File: src/rtl/riscv_pkg.sv
// Shared RV32 front-end definitions: branch funct3 codes, PC-unit state
// encoding and the default datapath width.
package riscv_pkg;

    localparam int unsigned XLEN_DEFAULT = 32;

    // Conditional-branch funct3 codes; 010 and 011 are unused and never taken.
    localparam logic [2:0] F3_BEQ  = 3'b000;
    localparam logic [2:0] F3_BNE  = 3'b001;
    localparam logic [2:0] F3_BLT  = 3'b100;
    localparam logic [2:0] F3_BGE  = 3'b101;
    localparam logic [2:0] F3_BLTU = 3'b110;
    localparam logic [2:0] F3_BGEU = 3'b111;

    typedef enum logic {
        ST_RUN  = 1'b0,
        ST_TRAP = 1'b1
    } state_e;

endpackage

File: src/rtl/pc_next_unit_if.sv
// Bus between the controller/ALU (master) and the next-PC unit (slave).
//   master drives: stall, branch, jump, jalr_sel, funct3, zero, lt, ltu,
//                  pc_imm, jalr_tgt, trap_ack
//   slave drives:  pc, pc_plus4, flush, trap_pending, trap_pc, taken_count
interface pc_next_unit_if #(
    parameter int unsigned XLEN  = 32,
    parameter int unsigned CNT_W = 16
);
    logic             stall;
    logic             branch;
    logic             jump;
    logic             jalr_sel;
    logic [2:0]       funct3;
    logic             zero;
    logic             lt;
    logic             ltu;
    logic [XLEN-1:0]  pc_imm;
    logic [XLEN-1:0]  jalr_tgt;
    logic             trap_ack;

    logic [XLEN-1:0]  pc;
    logic [XLEN-1:0]  pc_plus4;
    logic             flush;
    logic             trap_pending;
    logic [XLEN-1:0]  trap_pc;
    logic [CNT_W-1:0] taken_count;

    modport master (
        output stall, branch, jump, jalr_sel, funct3, zero, lt, ltu,
               pc_imm, jalr_tgt, trap_ack,
        input  pc, pc_plus4, flush, trap_pending, trap_pc, taken_count
    );

    modport slave (
        input  stall, branch, jump, jalr_sel, funct3, zero, lt, ltu,
               pc_imm, jalr_tgt, trap_ack,
        output pc, pc_plus4, flush, trap_pending, trap_pc, taken_count
    );
endinterface

File: src/rtl/branch_cond_eval.sv
// Combinational RV32I branch-condition decoder.
//   funct3_i           branch condition code
//   zero_i/lt_i/ltu_i  ALU flags
//   taken_c_o          condition holds (combinational)
module branch_cond_eval
    import riscv_pkg::*;
(
    input  logic [2:0] funct3_i,
    input  logic       zero_i,
    input  logic       lt_i,
    input  logic       ltu_i,
    output logic       taken_c_o
);

    always_comb begin
        taken_c_o = 1'b0;
        case (funct3_i)
            F3_BEQ:  taken_c_o = zero_i;
            F3_BNE:  taken_c_o = ~zero_i;
            F3_BLT:  taken_c_o = lt_i;
            F3_BGE:  taken_c_o = ~lt_i;
            F3_BLTU: taken_c_o = ltu_i;
            F3_BGEU: taken_c_o = ~ltu_i;
            default: taken_c_o = 1'b0;
        endcase
    end

endmodule

File: src/rtl/pc_next_unit.sv
// Program-counter register and next-PC selection: branches, JAL/JALR,
// stall, one-cycle flush after redirect, misaligned-target trap and a
// saturating taken-redirect counter.
//   clk_i, rst_i  clock and asynchronous active-high reset
//   bus           pc_next_unit_if slave: controller/ALU inputs in,
//                 pc / pc_plus4 (combinational) / flush / trap_pending /
//                 trap_pc / taken_count out
module pc_next_unit
    import riscv_pkg::*;
#(
    parameter int unsigned     XLEN     = XLEN_DEFAULT,
    parameter logic [XLEN-1:0] RESET_PC = '0,
    parameter logic [XLEN-1:0] TRAP_VEC = XLEN'(32'h0000_0100),
    parameter int unsigned     IALIGN   = 4,
    parameter int unsigned     CNT_W    = 16
) (
    input  logic         clk_i,
    input  logic         rst_i,
    pc_next_unit_if.slave bus
);

    // Low address bits that must be zero in a legal redirect target.
    localparam logic [XLEN-1:0] ALIGN_MASK = XLEN'(IALIGN - 1);

    state_e           state_q, state_d;
    logic [XLEN-1:0]  pc_q, pc_d;
    logic             flush_q, flush_d;
    logic [XLEN-1:0]  trap_pc_q, trap_pc_d;
    logic [CNT_W-1:0] cnt_q, cnt_d;

    logic             taken_c;
    logic             redirect_c;
    logic             misaligned_c;
    logic [XLEN-1:0]  target_c;
    logic [XLEN-1:0]  pc_plus4_c;

    branch_cond_eval u_cond (
        .funct3_i  (bus.funct3),
        .zero_i    (bus.zero),
        .lt_i      (bus.lt),
        .ltu_i     (bus.ltu),
        .taken_c_o (taken_c)
    );

    // Redirect target: jump wins over branch; JALR drops bit 0 before the alignment check.
    always_comb begin
        target_c = bus.pc_imm;
        if (bus.jump && bus.jalr_sel) begin
            target_c = {bus.jalr_tgt[XLEN-1:1], 1'b0};
        end
    end

    assign redirect_c   = bus.jump | (bus.branch & taken_c);
    assign misaligned_c = |(target_c & ALIGN_MASK);
    assign pc_plus4_c   = pc_q + XLEN'(4);

    // Next-state and register-input logic.
    always_comb begin
        state_d   = state_q;
        pc_d      = pc_q;
        flush_d   = 1'b0;
        trap_pc_d = trap_pc_q;
        cnt_d     = cnt_q;
        case (state_q)
            ST_RUN: begin
                if (!bus.stall) begin
                    if (!redirect_c) begin
                        pc_d = pc_plus4_c;
                    end else if (misaligned_c) begin
                        pc_d      = TRAP_VEC;
                        trap_pc_d = target_c;
                        flush_d   = 1'b1;
                        state_d   = ST_TRAP;
                    end else begin
                        pc_d    = target_c;
                        flush_d = 1'b1;
                        cnt_d   = (&cnt_q) ? cnt_q : cnt_q + CNT_W'(1);
                    end
                end
            end
            ST_TRAP: begin
                // PC stays at the trap vector; sequential fetch resumes after ack.
                if (bus.trap_ack) begin
                    state_d = ST_RUN;
                end
            end
            default: state_d = ST_RUN;
        endcase
    end

    // State registers.
    always_ff @(posedge clk_i or posedge rst_i) begin
        if (rst_i) begin
            state_q   <= ST_RUN;
            pc_q      <= RESET_PC;
            flush_q   <= 1'b0;
            trap_pc_q <= '0;
            cnt_q     <= '0;
        end else begin
            state_q   <= state_d;
            pc_q      <= pc_d;
            flush_q   <= flush_d;
            trap_pc_q <= trap_pc_d;
            cnt_q     <= cnt_d;
        end
    end

    assign bus.pc           = pc_q;
    assign bus.pc_plus4     = pc_plus4_c;
    assign bus.flush        = flush_q;
    assign bus.trap_pending = (state_q == ST_TRAP);
    assign bus.trap_pc      = trap_pc_q;
    assign bus.taken_count  = cnt_q;

endmodule

File: src/flat_wrapper.sv
// flat-port wrapper written by rule: the top's interface ports become plain ports
module pc_next_unit_flat import riscv_pkg::*;
#(
    parameter int unsigned     XLEN     = XLEN_DEFAULT,
    parameter logic [XLEN-1:0] RESET_PC = '0,
    parameter logic [XLEN-1:0] TRAP_VEC = XLEN'(32'h0000_0100),
    parameter int unsigned     IALIGN   = 4,
    parameter int unsigned     CNT_W    = 16
)
  (clk_i, rst_i, bus_stall, bus_branch, bus_jump, bus_jalr_sel, bus_funct3, bus_zero, bus_lt, bus_ltu, bus_pc_imm, bus_jalr_tgt, bus_trap_ack, bus_pc, bus_pc_plus4, bus_flush, bus_trap_pending, bus_trap_pc, bus_taken_count);
  pc_next_unit_if #(.XLEN(XLEN), .CNT_W(CNT_W)) bus_i ();
  input  logic clk_i;
  input  logic rst_i;
  input wire logic [$bits(bus_i.stall)-1:0] bus_stall;
  input wire logic [$bits(bus_i.branch)-1:0] bus_branch;
  input wire logic [$bits(bus_i.jump)-1:0] bus_jump;
  input wire logic [$bits(bus_i.jalr_sel)-1:0] bus_jalr_sel;
  input wire logic [$bits(bus_i.funct3)-1:0] bus_funct3;
  input wire logic [$bits(bus_i.zero)-1:0] bus_zero;
  input wire logic [$bits(bus_i.lt)-1:0] bus_lt;
  input wire logic [$bits(bus_i.ltu)-1:0] bus_ltu;
  input wire logic [$bits(bus_i.pc_imm)-1:0] bus_pc_imm;
  input wire logic [$bits(bus_i.jalr_tgt)-1:0] bus_jalr_tgt;
  input wire logic [$bits(bus_i.trap_ack)-1:0] bus_trap_ack;
  output wire logic [$bits(bus_i.pc)-1:0] bus_pc;
  output wire logic [$bits(bus_i.pc_plus4)-1:0] bus_pc_plus4;
  output wire logic [$bits(bus_i.flush)-1:0] bus_flush;
  output wire logic [$bits(bus_i.trap_pending)-1:0] bus_trap_pending;
  output wire logic [$bits(bus_i.trap_pc)-1:0] bus_trap_pc;
  output wire logic [$bits(bus_i.taken_count)-1:0] bus_taken_count;
  assign bus_i.stall = bus_stall;
  assign bus_i.branch = bus_branch;
  assign bus_i.jump = bus_jump;
  assign bus_i.jalr_sel = bus_jalr_sel;
  assign bus_i.funct3 = bus_funct3;
  assign bus_i.zero = bus_zero;
  assign bus_i.lt = bus_lt;
  assign bus_i.ltu = bus_ltu;
  assign bus_i.pc_imm = bus_pc_imm;
  assign bus_i.jalr_tgt = bus_jalr_tgt;
  assign bus_i.trap_ack = bus_trap_ack;
  assign bus_pc = bus_i.pc;
  assign bus_pc_plus4 = bus_i.pc_plus4;
  assign bus_flush = bus_i.flush;
  assign bus_trap_pending = bus_i.trap_pending;
  assign bus_trap_pc = bus_i.trap_pc;
  assign bus_taken_count = bus_i.taken_count;
  pc_next_unit #(.XLEN(XLEN), .RESET_PC(RESET_PC), .TRAP_VEC(TRAP_VEC), .IALIGN(IALIGN), .CNT_W(CNT_W)) u_core (.clk_i(clk_i), .rst_i(rst_i), .bus(bus_i));
endmodule
File: config.mk
export PLATFORM = sky130hd
export DESIGN_NAME = pc_next_unit_flat
export DESIGN_NICKNAME = d
export VERILOG_FILES = /design/src/rtl/riscv_pkg.sv /design/src/rtl/pc_next_unit_if.sv /design/src/rtl/branch_cond_eval.sv /design/src/rtl/pc_next_unit.sv /design/src/flat_wrapper.sv
export SDC_FILE = /design/constraint.sdc
export NUM_CORES = 1
export LEC_CHECK = 0
export CAP_MARGIN = 20
export CORE_MARGIN = 8
export CORE_UTILIZATION = 40
export DETAILED_ROUTE_END_ITERATION = 7
export GPL_ROUTABILITY_DRIVEN = 0
export PLACE_DENSITY = 0.75
export SYNTH_ARGS = -nofsm -noshare
export SYNTH_HDL_FRONTEND = slang
export SYNTH_SLANG_ARGS = --single-unit
File: constraint.sdc
create_clock -name clk_i -period 3.6 [get_ports clk_i]
set_input_delay 0.72 -clock clk_i [delete_from_list [all_inputs] [get_ports clk_i]]
set_output_delay 0.72 -clock clk_i [all_outputs]
set_load 0.01 [all_outputs]
==> impl_metrics.csv, run 1 <==
group,metric,value,unit
power,combPwrFrac,39.9,%
routing,wl,16.9,mm
outcome,status,"finished clean",
routing,num_vias,4804,
timing,rsz0062_at_grt,"false",
timing,relSlewSlack,43.9,%
cells_and_area,drive_gt1_share,10.2,%
cells_and_area,antennaDiodeCount,0,
clock_network,cts_buffer_depth,2,
die,core_area,11900,um^2
routing,drc,0,
power,p_seq_share,35.3,%
grt,antenna_found_initial,0,
place,io_buffers,189,
timing,worst_pin_slew,0.841,ns
synth,syn_inst,506,
cells_and_area,fin_cells,844,
timing,finalCritPeriodShare,95.8,%
synth,synth-edff-count,0,
timing,min_period,3.45,ns
grt,grt_max_degree,45,
place,place_hpwl,13.0,mm
synth,syn_area,4820,um^2
grt,grt_pass1_wl,26.7,mm
cells_and_area,area_growth,49.9,%
power,p_per_area,526,nW/um^2
timing,hold_viol,0,
synth,yosys_warnings,0,
power,clockPowerShare,24.7,%
timing,max_clock_freq,290,MHz
hold_path,hp-class,"flip-flop to flip-flop",
routing,via_per_inst,5.69,
routing,drtAntennaViolNets,0,
power,vdd_ir_drop_max,277,uV
job,drv_cap,0,
worst_setup_path,worstPathRequired,2.88,ns
power,p_leak,2.95,nW
timing,slew_viol_final,0,
die,fp.dieW,126,um
timing,setup_violations,0,
synth,synth_cell_types,64,
clock_network,clock_sinks,82,
die,dieArea,15800,um^2
synth,synth.largest_area_cell,"dfrtp_1",
synth,synthTopCellsByArea,"dfrtp_1 43%, xnor2_1 6.2%, mux2i_1 5.6%",
clock_network,cts-root-buf,"clkbuf_16",
synth,synth_top_cells_by_count,"82 x dfrtp_1, 43 x nor2_1, 37 x nand2_1",
timing,skew,0.00631,ns
synth,yosysSeqAreaShare,42.6,%
grt,grt_util_all_layers,21.1,%
clock_network,hold_buffers,0,
die,io_pins,191,
power,p_int,0.00253,W
place,dp_cells,825,
synth,yosys_most_used_dff,"dfrtp_1",
power,netSwitchingFraction,33.2,%
cells_and_area,nets,771,
grt,grt_pass1_vias,4933,
die,fp-row-count,40,
clock_network,cts_tree,"done",
timing,final.setup.tns,0,ns
worst_setup_path,path_max_fanout,6,
synth,synth_top_area_share,42.6,%
worst_setup_path,crit_type,"flip-flop to primary output",
clock_network,clk_latency,0.34,ns
routing,firstDrtPassIters,5,
routing,drt_iter0_drc,470,
clock_network,numCtsBuffers,9,
clock_network,htreeDepth,3,
worst_setup_path,arrival,2.73,ns
power,switchingPower,0.00126,W
synth,synthArstFlopShare,100,%
synth,synth.most_common_cell,"dfrtp_1",
worst_setup_path,crit_path_start_kind,"flip-flop",
die,die_h,126,um
synth,avgSynthCellArea,9.52,um^2
synth,syn_nets,585,
routing,wl_per_cell,20.1,um
worst_setup_path,end_kind,"primary output",
clock_network,clk_pin_slew_worst_paths,0.06,ns
synth,synth-seq-cells,82,
grt,overflow,0,
die,start_util,40.6,%
## worst max-delay path, stage by stage, from the launching register on
cell,delay [ns]
dfrtp_2,0.42
nand4_2,0.17
or4_4,0.55
or3_2,0.52
xnor2_1,0.17
clkdlybuf4s50_1,0.56
## cell type report
cell class | instances | area [um^2]
Timing Repair Buffer | 212 | 2080
Fill cell | 999 | 4640
Clock buffer | 14 | 264
Tap cell | 147 | 184
Clock inverter | 2 | 35.0
Inverter | 12 | 46.3
Multi-Input combinational cell | 375 | 2560
Sequential cell | 82 | 2050
## cell usage in the layout (no fill, tap or decap), types with 6 or more instances in the layout
cell type / count
o21ai_0: 17
a31oi_1: 6
clkbuf_16: 9
and4_1: 9
nand4_1: 9
a21oi_1: 31
inv_1: 11
xor2_1: 11
nand3_1: 20
nor2_1: 43
nand2_1: 36
dfrtp_1: 80
buf_4: 22
mux2_2: 15
or3_1: 10
clkdlybuf4s50_1: 188
nor4_1: 7
o311ai_0: 9
xnor2_1: 34
mux2i_1: 27
nor3_1: 12
## sequential cells by signal, indices dropped and copies added (netlist names)
signal and cells:
u_core.bus.trap_pc 32, u_core.bus.pc 32, u_core.bus.taken_count 16, u_core.bus.flush 1, u_core.bus.trap_pending 1
## worst paths after layout
check                      cells past startpoint  slack (ns)                               start                               endpoint
hold / removal                                 1        0.51  u_core.bus.trap_pc[18]$_DFFE_PP0P_     u_core.bus.trap_pc[18]$_DFFE_PP0P_
setup reg to reg                               5        1.35   u_core.bus.trap_pending$_DFF_PP0_           u_core.bus.pc[9]$_DFFE_PP0P_
hold reg to reg                                1        0.51  u_core.bus.trap_pc[18]$_DFFE_PP0P_     u_core.bus.trap_pc[18]$_DFFE_PP0P_
min in group asynchronous                      2        0.84                               rst_i  u_core.bus.taken_count[1]$_DFFE_PP0P_
setup / recovery                               5        0.15       u_core.bus.pc[11]$_DFFE_PP0P_                       bus_pc_plus4[23]
max in group asynchronous                      3        2.05                               rst_i          u_core.bus.pc[11]$_DFFE_PP0P_
## per-layer routing
layer | vias to the layer above | global-route usage [%] | part of all wire [%]
li1 | 2223 | - | -
met1 | 2346 | 24.2 | 39
met2 | 213 | 36.2 | 50
met3 | 22 | 6.62 | 9.7
met4 | 0 | 7.81 | 1.7
met5 | - | 0 | 0
## cells by family after synthesis
kind of cell / Yosys count / share of synthesized area (%)
simple gates: 183 / 20.3
buf+inv: 49 / 4.57
xor+xnor: 45 / 8.18
mux: 42 / 9.12
fa+ha+maj: 2 / 0.520
flops: 82 / 42.6
compound gates: 103 / 14.7
## through the flow
step | utilization (%) | total power [W] | area (um^2) | hold slack [ns] | setup slack [ns]
final | 60.9 | 0.00380 | 7220 | 0.510 | 0.153
after global routing | 60.9 | 0.00398 | 7220 | 0.519 | 0.0457
after detailed placement | 58.0 | 0.00287 | 6880 | 0.499 | 0.256
after floorplan | - | 0.00195 | 4820 | 0.519 | 0.732
after CTS | 60.7 | 0.00382 | 7200 | 0.511 | 0.00766
after global placement | 58.0 | 0.00283 | 6880 | 0.481 | 0.278
## power by group through the flow
stage	Sequential, W	Combinational (W)	Clock [W]
after floorplan	0.00141	0.000537	0
after global placement	0.00134	0.00149	0
after global routing	0.00137	0.00163	0.000980
after detailed placement	0.00135	0.00152	0
final	0.00134	0.00152	0.000939
after CTS	0.00134	0.00153	0.000950
## repair_timing
item | 4_1_cts | 5_1_grt
setup endpoints to repair | 1 | 3
cloned | 0 | 0
pin swaps | 0 | 1
buffers inserted | 1 | 2
gates resized for setup | 2 | 3
(Power assumes the default switching activity.)
==> run 2, diff against run 1 <==
==> constraint.sdc (replaced) <==
create_clock -name clk_i -period 4.25 [get_ports clk_i]
set_input_delay 0.85 -clock clk_i [delete_from_list [all_inputs] [get_ports clk_i]]
set_output_delay 0.85 -clock clk_i [all_outputs]
set_load 0.01 [all_outputs]
==> run 2 against run 1 <==
Compared with the run above: sequential power down 13%; critical path type unchanged; first-iteration DRC count down 15%; count of clock-buffer cells in the layout shrank 3; worst hold slack lost 0.018 ns; die area is the same; worst setup slack improved by 0.15 ns; sequential cell count unchanged.
==> impl_metrics.csv, run 2 (synthesis results as in run 1) <==
group,metric,value,unit
die,io_pins,191,
clock_network,ctsResizeCount,0,
power,p_per_area,452,nW/um^2
cells_and_area,nets,761,
timing,slew_viol_final,0,
clock_network,cts_buffer_depth,2,
timing,min_period,3.95,ns
grt,grt_pass1_vias,4873,
worst_setup_path,slowest_stage,"or4_4",
worst_setup_path,worst-path-buf-inv,1,
worst_setup_path,crit_path_start_kind,"flip-flop",
routing,firstDrtPassIters,5,
routing,num_vias,4732,
routing,wl,16.8,mm
timing,setup_ws,0.304,ns
routing,wl_per_cell,20.1,um
cells_and_area,fin_cells,834,
clock_network,cts-root-buf,"clkbuf_16",
grt,grt_util_met3,8.27,%
timing,finalCritPeriodShare,92.9,%
clock_network,htreeDepth,3,
grt,grt_use_met1,24.3,%
clock_network,clk_pin_slew_worst_paths,0.06,ns
clock_network,numCtsBuffers,9,
power,p_leak,2.90,nW
timing,rsz0062_at_grt,"false",
hold_path,min-delay-start,"u_core.bus.taken_count[11]$_DFFE_PP0P_",
cells_and_area,final_common_cell,"clkdlybuf4s50_1",
worst_setup_path,arrival,3.10,ns
place,dp_cells,818,
hold_path,hp-class,"flip-flop to flip-flop",
die,fp-row-count,40,
cells_and_area,drive_gt1_share,8.59,%
cells_and_area,layout_common_cells,"189 x clkdlybuf4s50_1, 82 x dfrtp_1, 43 x nor2_1",
routing,drt_iter0_drc,399,
die,die_h,126,um
routing,drtAntennaViolNets,0,
cells_and_area,area_growth,48.2,%
cells_and_area,antennaDiodeCount,0,
outcome,status,"finished clean",
grt,overflow,0,
place,placed_area,6820,um^2
worst_setup_path,end_kind,"primary output",
worst_setup_path,critical_path.max_stage_delay,0.56,ns
grt,busiest_layer,"met2",
place,dp_slack,0.677,ns
timing,hold_viol,0,
worst_setup_path,crit_family,"simple AND/OR/NAND/NOR gates",
grt,met2_usage,34.7,%
grt,grt_util_all_layers,21.1,%
clock_network,hold_buffers,0,
place,io_buffers,189,
die,dieArea,15800,um^2
clock_network,cts_tree,"done",
die,fp.dieW,126,um
routing,drc,0,
job,drv_cap,0,
timing,relSlewSlack,41.4,%
worst_setup_path,cp-startpoint,"u_core.bus.pc[9]$_DFFE_PP0P_",
grt,grt_max_degree,50,
die,core_area,11900,um^2
timing,worst_pin_slew,0.879,ns
clock_network,post_cts.repair.setup_buffers,0,
timing,skew,0.00666,ns
power,vdd_ir_drop_max,211,uV
grt,grt_pass1_wl,26.6,mm
place,place_hpwl,12.9,mm
worst_setup_path,path_max_fanout,9,
worst_setup_path,worstPathRequired,3.40,ns
clock_network,clock_sinks,82,
timing,setup_violations,0,
die,start_util,40.6,%
worst_setup_path,crit_chain,"nand4_2 -> or4_4 -> or3_1 -> or2_4 -> xnor2_1 -> clkdlybuf4s50_1",
cells_and_area,final_area,7140,um^2
worst_setup_path,r2r-start,"u_core.bus.pc[2]$_DFFE_PP0P_",
power,total_power,0.00323,W
grt,antenna_found_initial,0,
routing,via_per_inst,5.67,
worst_setup_path,crit_type,"flip-flop to primary output",
timing,max_clock_freq,253,MHz
timing,final.setup.tns,0,ns
clock_network,clk_latency,0.33,ns
-- run 2: through the flow --
step / hold WS [ns] / utilization (%)
floorplan: 0.519 / -
global placement: 0.481 / 57.5
detailed placement: 0.484 / 57.5
CTS: 0.497 / 60.2
global route: 0.518 / 60.2
finish: 0.493 / 60.2
-- run 2: worst paths after layout --
path	to	slack, ns	cells past startpoint
worst max-delay path	bus_pc_plus4[31]	0.30	6
worst min-delay path	u_core.bus.taken_count[11]$_DFFE_PP0P_	0.49	1
worst max register to register	u_core.bus.pc[24]$_DFFE_PP0P_	1.66	6
worst min register to register	u_core.bus.taken_count[11]$_DFFE_PP0P_	0.49	1
max in group asynchronous	u_core.bus.pc[12]$_DFFE_PP0P_	2.47	3
min in group asynchronous	u_core.bus.taken_count[1]$_DFFE_PP0P_	0.99	2
-- run 2: cell type report --
type                       count  area (um^2)
clock buffer                  11          243
clock inverter                 5         77.6
sequential                    82         2050
fill                        1067         4720
tap                          147          184
multi-input combinational    375         2550
timing repair buffer         202         1990
inverter                      12         46.3
-- run 2: metal layers --
layer,vias to the layer above,share of wire [%]
met1,2275,39
met3,29,10
met5,-,0
li1,2201,-
met2,227,49
met4,0,2.4
-- run 2: power by group --
| part | switching [W] | internal, W |
|---|---|---|
| combinational | 0.000548 | 0.000682 |
| sequential | 0.000209 | 0.000954 |
| clock | 0.000306 | 0.000529 |
| total | 0.00106 | 0.00216 |
